**src/rtl/if_pkg.sv**
```systemverilog
// Shared types and defaults for the instruction-fetch front end.
// Provides the address/instruction word types and the word-align helper.
package if_pkg;

    localparam int XLEN = 32;

    typedef logic [XLEN-1:0] addr_t;
    typedef logic [XLEN-1:0] inst_word_t;

    localparam addr_t RESET_PC_DEFAULT = 32'h0000_0000;

    function automatic addr_t word_align(input addr_t a);
        return a & ~addr_t'(3);
    endfunction

endpackage

```
**src/rtl/if_fetch_ctrl_if.sv**
```systemverilog
// Instruction-memory read bus: request/grant plus in-order response.
// master: imem_req, imem_addr out; imem_gnt, imem_rvalid, imem_rdata in.
interface if_fetch_ctrl_if;
    import if_pkg::*;

    logic       imem_req;
    addr_t      imem_addr;
    logic       imem_gnt;
    logic       imem_rvalid;
    inst_word_t imem_rdata;

    modport master (
        output imem_req,
        output imem_addr,
        input  imem_gnt,
        input  imem_rvalid,
        input  imem_rdata
    );

    modport slave (
        input  imem_req,
        input  imem_addr,
        output imem_gnt,
        output imem_rvalid,
        output imem_rdata
    );

endinterface

```
**src/rtl/if_fetch_rbuf.sv**
```systemverilog
// Response buffer: DEPTH x 32 synchronous FIFO, flush beats push.
// Ports: flush/push/pop controls, wdata in, rdata (head), count, empty.
module if_fetch_rbuf
    import if_pkg::*;
#(
    parameter int DEPTH = 4
) (
    input  logic                       clk,
    input  logic                       rstb,
    input  logic                       flush,
    input  logic                       push,
    input  logic                       pop,
    input  inst_word_t                 wdata,
    output inst_word_t                 rdata,
    output logic [$clog2(DEPTH+1)-1:0] count,
    output logic                       empty
);

    localparam int AW = $clog2(DEPTH);
    localparam int CW = $clog2(DEPTH+1);

    logic [AW-1:0] wr_ptr_q, wr_ptr_d;
    logic [AW-1:0] rd_ptr_q, rd_ptr_d;
    logic [CW-1:0] count_q, count_d;
    inst_word_t    mem_q [DEPTH];

    logic do_push, do_pop, full;

    assign empty = (count_q == '0);
    assign full  = (count_q == CW'(DEPTH));
    assign count = count_q;
    assign rdata = mem_q[rd_ptr_q];

    always_comb begin
        do_pop   = pop & ~empty;
        // A full buffer may still take a push when the head leaves the same cycle.
        do_push  = push & (~full | do_pop);
        wr_ptr_d = wr_ptr_q;
        rd_ptr_d = rd_ptr_q;
        count_d  = count_q;
        if (flush) begin
            wr_ptr_d = '0;
            rd_ptr_d = '0;
            count_d  = '0;
        end else begin
            if (do_push) wr_ptr_d = wr_ptr_q + AW'(1);
            if (do_pop)  rd_ptr_d = rd_ptr_q + AW'(1);
            count_d = count_q + CW'(do_push) - CW'(do_pop);
        end
    end

    always_ff @(posedge clk or negedge rstb) begin
        if (!rstb) begin
            wr_ptr_q <= '0;
            rd_ptr_q <= '0;
            count_q  <= '0;
        end else begin
            wr_ptr_q <= wr_ptr_d;
            rd_ptr_q <= rd_ptr_d;
            count_q  <= count_d;
        end
    end

    always_ff @(posedge clk) begin
        if (do_push & ~flush) mem_q[wr_ptr_q] <= wdata;
    end

endmodule

```
**src/rtl/if_fetch_ctrl.sv**
```systemverilog
// Fetch request engine: issues word reads, buffers responses, feeds if_fifo.
// Ports: clk/rstb, jmp/jmp_addr redirect, imem master bus, fifo write side.
module if_fetch_ctrl
    import if_pkg::*;
#(
    parameter addr_t RESET_PC    = RESET_PC_DEFAULT,
    parameter int    RBUF_DEPTH  = 4,
    parameter int    MAX_PENDING = 4
) (
    input  logic            clk,
    input  logic            rstb,
    input  logic            jmp,
    input  addr_t           jmp_addr,
    if_fetch_ctrl_if.master imem,
    input  logic            fifo_full,
    output logic            fifo_wr_en,
    output inst_word_t      fifo_wr_data,
    output logic            fifo_jmp,
    output logic            fifo_jmp_addr_bit1
);

    localparam int PW = $clog2(MAX_PENDING+1);
    localparam int CW = $clog2(RBUF_DEPTH+1);
    localparam int SW = ((PW > CW) ? PW : CW) + 1;

    localparam logic [PW-1:0] MAX_P = PW'(MAX_PENDING);

    addr_t         fetch_addr_q, fetch_addr_d;
    logic [PW-1:0] pending_q, pending_d;
    logic [PW-1:0] discard_q, discard_d;
    logic          run_q;

    logic [CW-1:0] rbuf_count;
    logic          rbuf_empty;
    inst_word_t    rbuf_head;

    logic          accept, rsp, drop, push, credit_ok;
    logic [SW-1:0] in_use;

    // Live responses still owed plus buffered words must fit in rbuf,
    // so a response can always be stored without back-pressure.
    assign in_use    = SW'(pending_q - discard_q) + SW'(rbuf_count);
    assign credit_ok = (in_use < SW'(RBUF_DEPTH));

    // run_q keeps req low through reset and the first cycle after it.
    assign imem.imem_req  = run_q & ~jmp & (pending_q < MAX_P) & credit_ok;
    assign imem.imem_addr = fetch_addr_q;

    assign fifo_jmp           = jmp;
    assign fifo_jmp_addr_bit1 = jmp_addr[1];
    assign fifo_wr_en         = ~jmp & ~rbuf_empty & ~fifo_full;
    assign fifo_wr_data       = rbuf_head;

    always_comb begin
        accept = imem.imem_req & imem.imem_gnt;
        rsp    = imem.imem_rvalid;
        drop   = rsp & (jmp | (discard_q != '0));
        push   = rsp & ~drop;

        fetch_addr_d = fetch_addr_q;
        if (jmp) begin
            fetch_addr_d = word_align(jmp_addr);
        end else if (accept) begin
            fetch_addr_d = fetch_addr_q + addr_t'(4);
        end

        pending_d = pending_q + PW'(accept) - PW'(rsp);

        // A redirect marks every request still outstanding after this
        // cycle as stale; recomputing from pending avoids double counts.
        discard_d = discard_q;
        if (jmp) begin
            discard_d = pending_q - PW'(rsp);
        end else if (rsp && (discard_q != '0)) begin
            discard_d = discard_q - PW'(1);
        end
    end

    always_ff @(posedge clk or negedge rstb) begin
        if (!rstb) begin
            fetch_addr_q <= word_align(RESET_PC);
            pending_q    <= '0;
            discard_q    <= '0;
            run_q        <= 1'b0;
        end else begin
            fetch_addr_q <= fetch_addr_d;
            pending_q    <= pending_d;
            discard_q    <= discard_d;
            run_q        <= 1'b1;
        end
    end

    if_fetch_rbuf #(
        .DEPTH(RBUF_DEPTH)
    ) u_rbuf (
        .clk  (clk),
        .rstb (rstb),
        .flush(jmp),
        .push (push),
        .pop  (fifo_wr_en),
        .wdata(imem.imem_rdata),
        .rdata(rbuf_head),
        .count(rbuf_count),
        .empty(rbuf_empty)
    );

endmodule
```
**src/flat_wrapper.sv**
```systemverilog
// flat-port wrapper written by rule: the top's interface ports become plain ports
module if_fetch_ctrl_flat import if_pkg::*;
#(
    parameter addr_t RESET_PC    = RESET_PC_DEFAULT,
    parameter int    RBUF_DEPTH  = 4,
    parameter int    MAX_PENDING = 4
)
  (clk, rstb, jmp, jmp_addr, fifo_full, fifo_wr_en, fifo_wr_data, fifo_jmp, fifo_jmp_addr_bit1, imem_imem_req, imem_imem_addr, imem_imem_gnt, imem_imem_rvalid, imem_imem_rdata);
  if_fetch_ctrl_if imem_i ();
  input  logic clk;
  input  logic rstb;
  input  logic jmp;
  input  addr_t jmp_addr;
  input  logic fifo_full;
  output logic fifo_wr_en;
  output inst_word_t fifo_wr_data;
  output logic fifo_jmp;
  output logic fifo_jmp_addr_bit1;
  output wire logic [$bits(imem_i.imem_req)-1:0] imem_imem_req;
  output wire logic [$bits(imem_i.imem_addr)-1:0] imem_imem_addr;
  input wire logic [$bits(imem_i.imem_gnt)-1:0] imem_imem_gnt;
  input wire logic [$bits(imem_i.imem_rvalid)-1:0] imem_imem_rvalid;
  input wire logic [$bits(imem_i.imem_rdata)-1:0] imem_imem_rdata;
  assign imem_imem_req = imem_i.imem_req;
  assign imem_imem_addr = imem_i.imem_addr;
  assign imem_i.imem_gnt = imem_imem_gnt;
  assign imem_i.imem_rvalid = imem_imem_rvalid;
  assign imem_i.imem_rdata = imem_imem_rdata;
  if_fetch_ctrl #(.RESET_PC(RESET_PC), .RBUF_DEPTH(RBUF_DEPTH), .MAX_PENDING(MAX_PENDING)) u_core (.clk(clk), .rstb(rstb), .jmp(jmp), .jmp_addr(jmp_addr), .imem(imem_i), .fifo_full(fifo_full), .fifo_wr_en(fifo_wr_en), .fifo_wr_data(fifo_wr_data), .fifo_jmp(fifo_jmp), .fifo_jmp_addr_bit1(fifo_jmp_addr_bit1));
endmodule
```
**config.mk**
```make
export PLATFORM = sky130hd
export DESIGN_NAME = if_fetch_ctrl_flat
export DESIGN_NICKNAME = d
export VERILOG_FILES = /design/src/rtl/if_pkg.sv /design/src/rtl/if_fetch_ctrl_if.sv /design/src/rtl/if_fetch_rbuf.sv /design/src/rtl/if_fetch_ctrl.sv /design/src/flat_wrapper.sv
export SDC_FILE = /design/constraint.sdc
export NUM_CORES = 1
export LEC_CHECK = 0
export ABC_CLOCK_PERIOD_IN_PS = 7350
export CORE_AREA = 2 2 119 121
export CTS_CLUSTER_DIAMETER = 100
export DETAILED_ROUTE_END_ITERATION = 16
export DIE_AREA = 0 0 121 123
export GPL_TIMING_DRIVEN = 0
export PLACE_DENSITY = 0.84
export SKIP_CTS_REPAIR_TIMING = 1
export SLEW_MARGIN = 0
export SYNTH_ARGS = -nofsm -noshare
export SYNTH_HDL_FRONTEND = slang
export SYNTH_SLANG_ARGS = --single-unit
export TNS_END_PERCENT = 100
```
**constraint.sdc**
```tcl
create_clock -name clk -period 7.35 [get_ports clk]
set_clock_uncertainty 0.1 [all_clocks]
set_input_delay 2.205 -clock clk [delete_from_list [all_inputs] [get_ports clk]]
set_output_delay 2.205 -clock clk [all_outputs]
set_load 0.01 [all_outputs]
```
Yosys cells after proc, flatten, opt, wreduce, memory -nomap -nowiden
Memory sizes are Yosys's and may differ from the RTL's.
Cells that the tools add are included.
- register bits after elaboration: 46
- latch bits: 0
- bits in writable memories: 128
- ROM bits: 0
- bits of input ports: 70
- output and inout bits: 68
- word-level logic and storage cells: 58
- memories kept: 1
- memories (name ; depth ; bits a word ; read ports ; clocked after Yosys merged registers in ; write ports ; RTL line ; text):
    u_core.u_rbuf.mem_q ; 4 ; 32 ; 1 ; 0 ; 1 ; if_fetch_rbuf.sv:25 ; inst_word_t mem_q [DEPTH];
- add/subtract/negate cells: 11
- multipliers: 0
- divide/modulo/power cells: 0
- order comparisons: 2
- equal/unequal tests: 1
- shifts and indexed selects: 0
- multiplexer cells: 11
- bitwise operators: 18
- reductions and logical operators: 7
- operator list (kind ; number):
    two-way mux 32 bit ; 2
    adder 32 x 3 -> 32 bit, second input constant ; 1
    AND 1 bit ; 11
    two-way mux 3 bit ; 3
    subtractor 3 x 1 -> 3 bit ; 3
    two-way mux 2 bit ; 4
    nonzero test 2 bit ; 4
    adder 3 x 1 -> 3 bit ; 2
    inverter 1 bit ; 5
    adder 2 x 1 -> 2 bit, second input constant ; 2
    adder 4 x 3 -> 4 bit ; 1
    less-than comparator 4 x 3 -> 1 bit, second input constant ; 1
    subtractor 3 x 3 -> 4 bit ; 1
    equality test 3 bit, second input constant ; 1
    zero test 3 bit ; 1
    less-than comparator 3 bit, second input constant ; 1
    nonzero test 3 bit ; 1
    subtractor 3 x 1 -> 3 bit, second input constant ; 1
    two-way mux 1 bit ; 2
    bitwise OR 1 bit ; 2
    logical AND 1 bit ; 1

Longest topological paths before layout
- word-level depth: 10
- mapped depth: 14
- mapped depth without buffers: 13

Modules after synthesis
From an unflattened synthesis, not the netlist that was laid out.
- cell total of the unflattened synthesis: 487
- area total of the unflattened synthesis: 7637.3 um2
- by module, submodules not included (module ; instances ; cells an instance ; area each (um2) ; seq. area each (um2)):
    if_fetch_rbuf ; 1 ; 212 ; 5106.1 ; 4018.9
    if_fetch_ctrl ; 1 ; 275 ; 2531.2 ; 925.9

Least setup slack after synthesis
No wires, ideal clock.
- path type: in2out
- start point: input jmp
- end point: output imem_imem_req
- arrival: 2853 ps
- data required time: 5045 ps
- setup slack: 2192 ps
- stages on the path: 2
- buffers on the path: 0
- path through: or3b_4 -> a21oi_1
- word-level cells in the longest chain between the ends: 4
- ends and longest elaborated chain (item ; RTL line ; text):
    start, declared ; flat_wrapper.sv:12 ; input logic jmp;
    inverter 1 bit ; if_fetch_ctrl.sv:46 ; assign imem.imem_req = run_q & ~jmp & (pending_q < MAX_P) & credit_ok;
    AND 1 bit (3 in series) ; if_fetch_ctrl.sv:46 ;
    end, declared ; flat_wrapper.sv:19 ; output wire logic [$bits(imem_i.imem_req)-1:0] imem_imem_req;
No other way between the ends.

Worst setup path after layout
Same ends and word-level chain as after synthesis.

==> impl_metrics.tcl <==
set metrics [dict create \
    status "finished, final reports clean" \
    cts_sinks 172 \
    cap_violations 0 \
    cp_slowest_cell "clkdlybuf4s50_1" \
    path_class "in2out" \
    max_freq_ghz 0.159 \
    ys_ff_latch 172 \
    grt_pass1_wl_um 26400 \
    whs_ns 0.437 \
    drtIter0Drc 419 \
    p_leak_nw 3.34 \
    vias 4759 \
    drive_above_1_share 0.142 \
    placed_cell_area_um2 9120 \
    die_w_um 121 \
    hpwlAfterDp_um 11700 \
    path_cells "clkdlybuf4s50_1 -> or3b_4 -> a21oi_1 -> clkdlybuf4s50_1" \
    finalCritPeriodShare 0.854 \
    finalCriticalPeriod_ns 6.28 \
    synthArstFlopShare 0.256 \
    grt_usage 0.237 \
    synth_largest_area_cell "edfxtp_1" \
    intPower_mw 1.96 \
    pre_cts_ws_ns 1.10 \
    clkTransAtPathRegs_ns 0.06 \
    synthCells 481 \
    antenna_found_initial 0 \
    grt_setup_unrepaired "no" \
    seqPwrFrac 0.422 \
    cp-end-kind "primary output" \
    clockBufferDepth 2 \
    cp_top_family "buffers and inverters" \
    worst_ep_arrival_time_ns 3.97 \
    ir_worst_vdd_v 0.000183 \
    combinationalPowerShare 0.279 \
    finalWorstSetupSlack_ns 1.07 \
    synth_cell_types 51 \
    top_level_ports 138 \
    hold_class "reg2reg" \
    crit_cells 4 \
    crit_buf_inv 2 \
    stdcell_area_um2 9670 \
    nNetsFinal 724 \
    drc 0 \
    worst-path-max-fanout 5 \
    syn-cell-area_um2 7540 \
    viasPerCell 5.75 \
    cts-root-buf "clkbuf_16" \
    finalHoldViolCount 0 \
    worstSkewPairLatency_ns 0.42 \
    portBuffers 133 \
    p_clk_frac 0.299 \
    rr_worst_depth 13 \
    slew_viol_final 0 \
    cp.required_ns 5.05 \
    ys.flop_type "edfxtp_1" \
    power_switching_mw 0.806 \
    netlist.area_leader.share 0.510 \
    ant_nets 0 \
    initial_core_util 0.554 \
    die_y_um 123 \
    tightest_slew_ns 0.851 \
    syn2layout_area_growth_pct 28.2 \
    holdPathStages 1 \
    fin_tns_setup_ns 0 \
    finalSetupViolCount 0 \
    power.density_nw_per_um2 286 \
    grt_pass1_vias 5060 \
    ys_warn_count 0 \
    synth_edf_count 128 \
    wire_per_inst_um 20.2 \
    wl_met3_um 1170 \
    fill_cells 849 \
    place_congestion 0.883 \
    grt_max_degree 33 \
    m1WireLength_um 6560 \
    start_kind "primary input" \
    diodes 0 \
    dieArea_um2 14900 \
    cts_max_level 4 \
    drt-pass1-iter-count 5 \
    cts_tree "done" \
    core_area_um2 13600 \
    synth_area_leaders "edfxtp_1 (51%), dfrtp_1 (15%), mux4_2 (9.6%)" \
    wirelength_um 16800 \
    switching_share 0.291 \
    syn_avg_cell_area_um2 15.7 \
    yosysSeqAreaShare 0.656 \
    cts_inserted_buffers 17 \
    met2_length_um 8660 \
    core.rowCount 43 \
    routed.top_layer "met4" \
    grt_overflow 0 \
    slowest_delay_ns 0.58 \
    slew_headroom 0.433 \
    path_common_cell "clkdlybuf4s50_1" \
]
## cells in the mapped netlist (2+ instances only)
| cell type | number |
|---|---|
| a2111oi_2 | 2 |
| a21oi_1 | 2 |
| a31oi_1 | 10 |
| and2_1 | 11 |
| and3_1 | 5 |
| and4_1 | 4 |
| buf_1 | 4 |
| buf_2 | 3 |
| buf_4 | 4 |
| clkbuf_1 | 13 |
| conb_1 | 2 |
| dfrtp_1 | 44 |
| edfxtp_1 | 128 |
| fa_1 | 4 |
| ha_1 | 15 |
| inv_1 | 20 |
| mux2_2 | 3 |
| mux2i_1 | 2 |
| mux4_2 | 32 |
| nand2_1 | 32 |
| nand2b_1 | 2 |
| nand3_1 | 9 |
| nand4_1 | 5 |
| nor2_1 | 16 |
| nor3_1 | 2 |
| nor4_4 | 2 |
| o2111ai_1 | 9 |
| o211ai_1 | 9 |
| o21ai_0 | 27 |
| o21ai_1 | 3 |
| o31ai_1 | 2 |
| or3_1 | 10 |
| xnor2_1 | 16 |
| xor2_1 | 12 |
## cell usage in the layout (no fill, tap or decap), types with 7 or more instances in the layout
cell type / n
o2111ai_1: 9
xnor2_1: 16
edfxtp_1: 128
clkdlybuf4s50_1: 132
nor2_1: 16
nand2_1: 32
or3_1: 10
dfrtp_1: 44
xor2_1: 12
clkbuf_16: 17
clkbuf_1: 13
a31oi_1: 10
mux4_2: 32
and2_1: 7
nand3_1: 9
o21ai_0: 27
inv_1: 20
o211ai_1: 9
ha_1: 15
## cell type report
type	instances	area, um^2	area share
repair buffers	134	1350	0.139
clock buffers	17	425	0.0440
well taps	180	225	0.0233
inverters	21	78.8	0.00815
clock inverters	15	124	0.0128
flip-flops and latches	172	4940	0.511
plain buffers	25	114	0.0118
multi-input cells	264	2410	0.249
## worst paths after layout
kind	startpoint	slack, ns	to
max in group asynchronous	rstb	5.05	u_core.imem.imem_addr[22]$_DFFE_PN0P_
hold reg to reg	u_core.pending_q[1]$_DFF_PN0_	0.44	u_core.pending_q[2]$_DFF_PN0_
setup / recovery	jmp	1.07	imem_imem_req
min in group asynchronous	rstb	1.60	u_core.imem.imem_addr[12]$_DFFE_PN0P_
hold / removal	u_core.pending_q[1]$_DFF_PN0_	0.44	u_core.pending_q[2]$_DFF_PN0_
setup reg to reg	u_core.u_rbuf.count[1]$_DFF_PN0_	3.69	u_core.pending_q[2]$_DFF_PN0_
## sequential cells by signal, indices dropped and copies added, names as in the netlist
register                count
u_core.u_rbuf.mem_q       128
u_core.pending_q            3
u_core.u_rbuf.wr_ptr_q      2
u_core.imem.imem_addr      30
u_core.u_rbuf.rd_ptr_q      2
u_core.u_rbuf.count         3
u_core.run_q                1
u_core.discard_q            3
## routing by layer
| metal | GRT usage | vias up |
|---|---|---|
| li1 | - | 2152 |
| met1 | 0.279 | 2368 |
| met2 | 0.414 | 209 |
| met3 | 0.0715 | 30 |
| met4 | 0.0894 | 0 |
| met5 | 0 | - |
## cell families (layout without fill, tap and decap cells)
family / Yosys count / after routing / share of synthesized area
mux: 37 / 37 / 0.103
xor+xnor: 28 / 28 / 0.0325
simple gates: 109 / 109 / 0.0848
fa+ha+maj: 19 / 19 / 0.0355
other cells: 2 / 3 / 0.000996
buf+inv: 46 / 212 / 0.0255
flops: 172 / 172 / 0.656
compound gates: 68 / 68 / 0.0622
## metrics by stage
step           total power [mW]  utilization  instances
6_report                   2.77        0.710        828
5_1_grt                    2.90        0.710        828
4_1_cts                    2.79        0.710        828
3_5_place_dp               1.96        0.670        796
3_3_place_gp               1.93        0.669        795
2_1_floorplan              1.66            -        482
## power groups by stage
stage / clock network, mW / registers, mW / logic (mW)
after floorplan: 0 / 1.18 / 0.475
after global placement: 0 / 1.18 / 0.743
after detailed placement: 0 / 1.19 / 0.769
after CTS: 0.840 / 1.17 / 0.778
after global routing: 0.873 / 1.18 / 0.845
final: 0.828 / 1.17 / 0.772
(Power assumes the default switching activity.)
